--- src/rtl/rom_fetch_sequencer_pkg.sv ---
// Shared types and constants for the ROM fetch sequencer: CPU phase encoding,
// fetch FSM states, bus widths and the default NOP opcode.
package rom_fetch_sequencer_pkg;

  localparam int unsigned NIB_W  = 4;
  localparam int unsigned ADDR_W = 12;
  localparam int unsigned BYTE_W = 8;
  localparam int unsigned TMR_W  = 8;

  localparam logic [BYTE_W-1:0] NOP_OPCODE_DEF = 8'h00;

  typedef enum logic [2:0] {
    PH_A1 = 3'd0,
    PH_A2 = 3'd1,
    PH_A3 = 3'd2,
    PH_M1 = 3'd3,
    PH_M2 = 3'd4,
    PH_X1 = 3'd5,
    PH_X2 = 3'd6,
    PH_X3 = 3'd7
  } phase_e;

  typedef enum logic [1:0] {
    FS_IDLE = 2'd0,
    FS_REQ  = 2'd1,
    FS_DONE = 2'd2
  } fetch_state_e;

  // Successor phase; X3 wraps back to A1.
  function automatic phase_e phase_next(input phase_e p);
    return phase_e'(3'(p) + 3'd1);
  endfunction

endpackage

--- src/rtl/rom_fetch_sequencer_fetch_timer.sv ---
// Saturating fetch-wait counter with a registered flag that is high in the
// TIMEOUT-th consecutive cycle of an outstanding request.
module rom_fetch_sequencer_fetch_timer
  import rom_fetch_sequencer_pkg::*;
#(
  parameter int unsigned TIMEOUT = 15
) (
  input  logic clk,
  input  logic rst_n,
  input  logic clear_i,
  input  logic run_i,
  output logic expired_o
);

  localparam logic [TMR_W-1:0] LIMIT = TMR_W'(TIMEOUT - 1);

  logic [TMR_W-1:0] count_q;
  logic [TMR_W-1:0] count_d;
  logic             expired_q;

  always_comb begin
    count_d = (count_q == '1) ? count_q : count_q + TMR_W'(1);
  end

  always_ff @(posedge clk or negedge rst_n) begin
    if (!rst_n) begin
      count_q   <= '0;
      expired_q <= 1'b0;
    end else if (clear_i) begin
      count_q   <= '0;
      expired_q <= (LIMIT == '0);
    end else if (run_i) begin
      count_q   <= count_d;
      expired_q <= (count_d >= LIMIT);
    end
  end

  assign expired_o = expired_q;

endmodule

--- src/rtl/rom_fetch_sequencer.sv ---
// Tracks the CPU's 8-phase cycle, fetches each opcode byte over req/ready and
// stalls the core in M1 until it arrives. LAST_FETCH_CACHE_EN adds a last-address hit.
module rom_fetch_sequencer
  import rom_fetch_sequencer_pkg::*;
#(
  parameter int unsigned       TIMEOUT    = 15,
  parameter logic [BYTE_W-1:0] NOP_OPCODE = NOP_OPCODE_DEF
) (
  input  logic              clock,
  input  logic              reset_n,
  input  logic              cpu_sync,
  input  logic [NIB_W-1:0]  cpu_data_o,
  input  logic              cpu_data_en,
  output logic [NIB_W-1:0]  cpu_data_i,
  output logic              cpu_halt,
  input  logic              dbg_halt,
  input  logic [NIB_W-1:0]  ext_data_i,
  output logic              mem_req,
  output logic [ADDR_W-1:0] mem_addr,
  input  logic              mem_ready,
  input  logic [BYTE_W-1:0] mem_data,
  output logic              fetch_timeout
);

  phase_e            phase_q, phase_d, phase_eff_c;
  fetch_state_e      state_q;
  logic [7:0]        addr_lo_q;
  logic [ADDR_W-1:0] mem_addr_q, fetch_addr_c;
  logic [BYTE_W-1:0] opbuf_q;
  logic              buf_valid_q, mem_req_q, fetch_timeout_q;
  logic              halt_c, adv_c, a3_fire_c, start_c;
  logic              fetch_ok_c, fetch_to_c, cache_hit_c, tmr_expired;
  logic              unused_ok_c;

  // Capture does not depend on the CPU's output enable.
  assign unused_ok_c = cpu_data_en;

  // A sync resynchronises the phase even if the stale M1 stall is still showing.
  always_comb begin
    phase_eff_c  = cpu_sync ? PH_A1 : phase_q;
    halt_c       = dbg_halt | ((phase_q == PH_M1) & ~buf_valid_q);
    adv_c        = cpu_sync ? ~dbg_halt : ~halt_c;
    a3_fire_c    = (phase_eff_c == PH_A3) & adv_c;
    fetch_addr_c = {cpu_data_o, addr_lo_q};
    start_c      = a3_fire_c & (state_q == FS_IDLE) & ~cache_hit_c;
    fetch_ok_c   = (state_q == FS_REQ) & ~cpu_sync & mem_ready;
    fetch_to_c   = (state_q == FS_REQ) & ~cpu_sync & ~mem_ready & tmr_expired;
    phase_d      = adv_c ? phase_next(phase_eff_c) : phase_eff_c;
  end

  always_ff @(posedge clock or negedge reset_n) begin
    if (!reset_n) begin
      phase_q   <= PH_A1;
      addr_lo_q <= '0;
    end else begin
      phase_q <= phase_d;
      if (adv_c && phase_eff_c == PH_A1) addr_lo_q[3:0] <= cpu_data_o;
      if (adv_c && phase_eff_c == PH_A2) addr_lo_q[7:4] <= cpu_data_o;
    end
  end

  always_ff @(posedge clock or negedge reset_n) begin
    if (!reset_n) begin
      state_q         <= FS_IDLE;
      opbuf_q         <= '0;
      buf_valid_q     <= 1'b0;
      mem_req_q       <= 1'b0;
      mem_addr_q      <= '0;
      fetch_timeout_q <= 1'b0;
    end else begin
      fetch_timeout_q <= 1'b0;
      case (state_q)
        FS_IDLE: begin
          if (a3_fire_c && cache_hit_c) begin
            buf_valid_q <= 1'b1;
            state_q     <= FS_DONE;
          end else if (a3_fire_c) begin
            buf_valid_q <= 1'b0;
            mem_req_q   <= 1'b1;
            mem_addr_q  <= fetch_addr_c;
            state_q     <= FS_REQ;
          end
        end
        FS_REQ: begin
          if (cpu_sync) begin
            mem_req_q <= 1'b0;
            state_q   <= FS_IDLE;
          end else if (fetch_ok_c) begin
            opbuf_q     <= mem_data;
            buf_valid_q <= 1'b1;
            mem_req_q   <= 1'b0;
            state_q     <= FS_DONE;
          end else if (fetch_to_c) begin
            opbuf_q         <= NOP_OPCODE;
            buf_valid_q     <= 1'b1;
            mem_req_q       <= 1'b0;
            fetch_timeout_q <= 1'b1;
            state_q         <= FS_DONE;
          end
        end
        FS_DONE: begin
          if (cpu_sync || (phase_q == PH_M2 && adv_c)) state_q <= FS_IDLE;
        end
        default: state_q <= FS_IDLE;
      endcase
    end
  end

`ifdef LAST_FETCH_CACHE_EN
  logic [ADDR_W-1:0] tag_q;
  logic              tag_valid_q;

  // opbuf always holds the byte for tag_q while the tag is valid.
  always_ff @(posedge clock or negedge reset_n) begin
    if (!reset_n) begin
      tag_q       <= '0;
      tag_valid_q <= 1'b0;
    end else if (fetch_ok_c) begin
      tag_q       <= mem_addr_q;
      tag_valid_q <= 1'b1;
    end else if (fetch_to_c) begin
      tag_valid_q <= 1'b0;
    end
  end

  assign cache_hit_c = tag_valid_q & (tag_q == fetch_addr_c);
`else
  assign cache_hit_c = 1'b0;
`endif

  rom_fetch_sequencer_fetch_timer #(
    .TIMEOUT (TIMEOUT)
  ) u_fetch_timer (
    .clk       (clock),
    .rst_n     (reset_n),
    .clear_i   (start_c),
    .run_i     (state_q == FS_REQ),
    .expired_o (tmr_expired)
  );

  always_comb begin
    cpu_data_i = ext_data_i;
    if (phase_q == PH_M1)      cpu_data_i = opbuf_q[7:4];
    else if (phase_q == PH_M2) cpu_data_i = opbuf_q[3:0];
  end

  assign cpu_halt      = halt_c;
  assign mem_req       = mem_req_q;
  assign mem_addr      = mem_addr_q;
  assign fetch_timeout = fetch_timeout_q;

endmodule

--- config.mk ---
export PLATFORM = sky130hd
export DESIGN_NAME = rom_fetch_sequencer
export DESIGN_NICKNAME = d
export VERILOG_FILES = /design/src/rtl/rom_fetch_sequencer_pkg.sv /design/src/rtl/rom_fetch_sequencer_fetch_timer.sv /design/src/rtl/rom_fetch_sequencer.sv
export SDC_FILE = /design/constraint.sdc
export NUM_CORES = 1
export LEC_CHECK = 0
export ABC_AREA = 1
export BUFFER_PORTS_ARGS = -buffer_cell sky130_fd_sc_hd__buf_2
export CAP_MARGIN = 30
export CORE_UTILIZATION = 55
export CTS_CLUSTER_SIZE = 8
export DETAILED_ROUTE_END_ITERATION = 7
export PLACE_DENSITY = 0.79
export SLEW_MARGIN = 20
export SYNTH_ARGS = -nofsm -noshare
export SYNTH_HDL_FRONTEND = slang
export SYNTH_SLANG_ARGS = --single-unit
--- constraint.sdc ---
create_clock -name clock -period 1.8 [get_ports clock]
set_input_delay 0 -clock clock [delete_from_list [all_inputs] [get_ports clock]]
set_output_delay 0 -clock clock [all_outputs]
set_load 0.01 [all_outputs]
==> results.py <==
metrics = {
    "placed_design": {
        "portBuffers": 39,
        "dpl.hpwl_mm": 3.04,
        "placed_cells": 349,
        "place_ws_ps": 106,
        "gp_congestion": 0.789,
    },
    "global_route": {
        "grt_pass1_wl_mm": 7.65,
        "grt_max_degree": 21,
        "grt.total_usage": 0.242,
        "grt.overflow.total": 0,
        "first_global_vias": 1756,
        "antenna_found_initial": 0,
    },
    "finish": {
        "fillCellCount": 279,
        "layout_commonest_cell": "nand2_1",
        "stdcell_count": 372,
        "areaGrowthSynthToFinish_pct": 24.0,
        "multi_input_area_um2": 882,
        "nNetsFinal": 350,
        "mostFrequentLayoutCells": "nand2_1, dfrtp_1, buf_2",
        "seqCellArea_um2": 1130,
        "drive_gt1_frac": 0.201,
        "antenna_cells": 0,
    },
    "yosys": {
        "syn-cell-area_um2": 2170,
        "synth.avg_cell_area_um2": 8.25,
        "synth-compound-area-share": 0.103,
        "muxShareOfSynthArea": 0.00461,
        "synth_top_family_by_area": "simple AND/OR/NAND/NOR gates",
        "synth_fa_ha_area_frac": 0.0288,
        "synthCells": 263,
        "synth-simple-area-share": 0.254,
        "ys_types": 26,
        "ys_warn_count": 0,
        "synth.net_count": 290,
        "synth-xor-area-share": 0.0121,
        "ys_seq_area_frac": 0.519,
        "synth_seq_cells": 45,
    },
    "run": {
        "cap_violations": 0,
    },
    "timing": {
        "finalCriticalPeriod_ps": 1610,
        "hold_violations": 0,
        "worst_slack_ps": 193,
        "worst_slew_pin_slew_ps": 443,
        "fin_crit_sh": 0.893,
        "finalSetupViolations": 0,
        "finClkSkew_ps": 9.98,
        "drv_slew": 0,
        "fmax_mhz": 622,
        "slew_headroom": 0.705,
    },
    "outcome": {
        "status": "finished clean",
    },
    "clock_network": {
        "cts_made_buffers": 5,
        "cts-root-buf": "clkbuf_8",
        "cts_tree": "done",
        "cts.path.max_buffers": 2,
        "htreeDepth": 2,
        "cts.reportedPaths.clkPinSlew_ps": 90,
        "clock_latency_ps": 310,
        "clkSinkCount": 45,
    },
    "worst_setup_path": {
        "critPathLaunchType": "register",
        "critPathMaxStageDelay_ps": 440,
        "crit_type": "register to register",
        "crit_fanout": 7,
        "crit_required_ps": 2010,
        "end_kind": "register",
        "arrival_ps": 1820,
        "critPathSlowestCell": "dfrtp_1",
        "cp_top_family": "simple AND/OR/NAND/NOR gates",
        "path_cells": "inv_1 -> nor2_2 -> inv_1 -> ha_1 -> inv_1 -> nor2_1 -> nand3_4 -> nand2_2 -> nand2_1 -> nand2_1 -> nand2_1",
        "cp_num_buf_inv": 3,
    },
    "routing": {
        "drt_iter0_drc": 161,
        "wl_mm": 4.48,
        "final_antenna_net_count": 0,
        "via_per_inst": 4.98,
        "wl_per_cell_um": 12.0,
        "vias": 1852,
        "dr.pass1.iters": 4,
        "drc": 0,
    },
    "die": {
        "core-area_um2": 3720,
        "rows": 22,
        "start_util": 0.584,
        "dieArea_um2": 4200,
        "die-height_um": 64.8,
        "fp.dieW_um": 64.8,
        "num_io_pins": 41,
    },
    "pwr": {
        "power.leakage_uw": 0.00138,
        "vdd_drop_max_v": 0.000876,
        "power_density_nw_per_um2": 1340,
    },
    "worst_hold_path": {
        "holdCritPathClass": "input pin to register",
    },
}
[final timing paths]
check                      cells after the start                    start  slack (ps)                 endpoint
max                                           11     phase_q[0]$_DFF_PN0_         190      mem_req$_DFFE_PN0P_
min                                            2                mem_ready          20  fetch_timeout$_DFF_PN0_
max reg2reg                                   11     phase_q[0]$_DFF_PN0_         190      mem_req$_DFFE_PN0P_
min reg2reg                                    2  mem_addr[5]$_DFFE_PN0P_         480  mem_addr[5]$_DFFE_PN0P_
max in group asynchronous                      3                  reset_n        1080  fetch_timeout$_DFF_PN0_
min in group asynchronous                      2                  reset_n         150   opbuf_q[2]$_DFFE_PN0P_
[final cells by class]
class                   instances  area share
flip-flops and latches         45       0.418
multi-input cells             177       0.328
repair buffers                 58       0.139
inverters                      36      0.0502
clock buffers                   5      0.0256
well taps                      48      0.0223
clock inverters                 3      0.0172
[timing repair]
item	CTS	global route
setup endpoints to repair	0	19
buffers inserted	0	1
resized for setup	0	2
hold buffers	14	0
endpoints found under the hold margin	38	0
[registers in the layout, summed over array words and instances, names as in the netlist]
| register | count |
|---|---|
| mem_req | 1 |
| state_q | 2 |
| addr_lo_q | 8 |
| buf_valid_q | 1 |
| opbuf_q | 8 |
| u_fetch_timer.expired_o | 1 |
| mem_addr | 12 |
| fetch_timeout | 1 |
| phase_q | 3 |
| u_fetch_timer.count_q | 8 |
[cells in the mapped netlist]
cell	n	area share
nand3_4	1	0.0081
inv_2	3	0.0052
clkbuf_1	2	0.0035
nor4_1	1	0.0029
nand2_2	3	0.0087
nor2_2	1	0.0029
ha_1	5	0.029
nand4_1	1	0.0029
inv_1	33	0.057
nand2_1	76	0.13
nor2_1	18	0.031
nand2_4	1	0.0052
nor3_2	1	0.0046
nor2_4	1	0.0052
buf_2	1	0.0023
a21oi_1	1	0.0023
o211ai_1	4	0.014
nor3_1	1	0.0023
dfrtp_1	45	0.52
o21ai_0	25	0.058
o21ai_2	1	0.0040
buf_6	2	0.010
xor2_1	3	0.012
nand3_1	21	0.048
mux2i_1	1	0.0046
o21ai_1	11	0.025
[power breakdown]
part / leakage (µW) / total (µW) / internal (µW) / switching, µW
Clock: 0.0000543 / 784 / 416 / 369
Sequential: 0.000572 / 1680 / 1430 / 254
Combinational: 0.000759 / 1150 / 465 / 689
[logic make-up after synthesis]
| logic type | after synthesis |
|---|---|
| adder cells (fa/ha/maj) | 5 |
| AO/OA/AOI/OAI | 42 |
| buffers and inverters | 41 |
| AND/OR/NAND/NOR | 126 |
| XOR/XNOR | 3 |
| multiplexers | 1 |
| flip-flops | 45 |
[metrics by stage]
step                utilization  hold slack (ps)  cell area (µm²)  total power [µW]  TNS, ps
finish                    0.724             16.9             2690              3620        0
global route              0.724             50.9             2690              3900    -7.58
CTS                       0.720             11.7             2680              3630        0
detailed placement        0.651            -26.5             2420              2810        0
global placement          0.651            -30.2             2420              2760        0
floorplan                     -             -296             2170              2420        0
[worst reg2reg max path, stage by stage (launching register included)]
cell     delay [ps]
dfrtp_1         440
inv_1            90
nor2_2           60
inv_1            90
ha_1            150
inv_1            40
nor2_1          170
nand3_4         150
nand2_2         180
nand2_1          70
nand2_1          60
nand2_1          40
[layer usage]
metal  GRT usage  part of all wire  vias up
met5           0                 0        -
met3      0.0651             0.038       10
li1            -                 -      951
met2       0.405              0.47       44
met4      0.0972             0.021        0
met1       0.293              0.47      847
(Power assumes the default switching activity.)
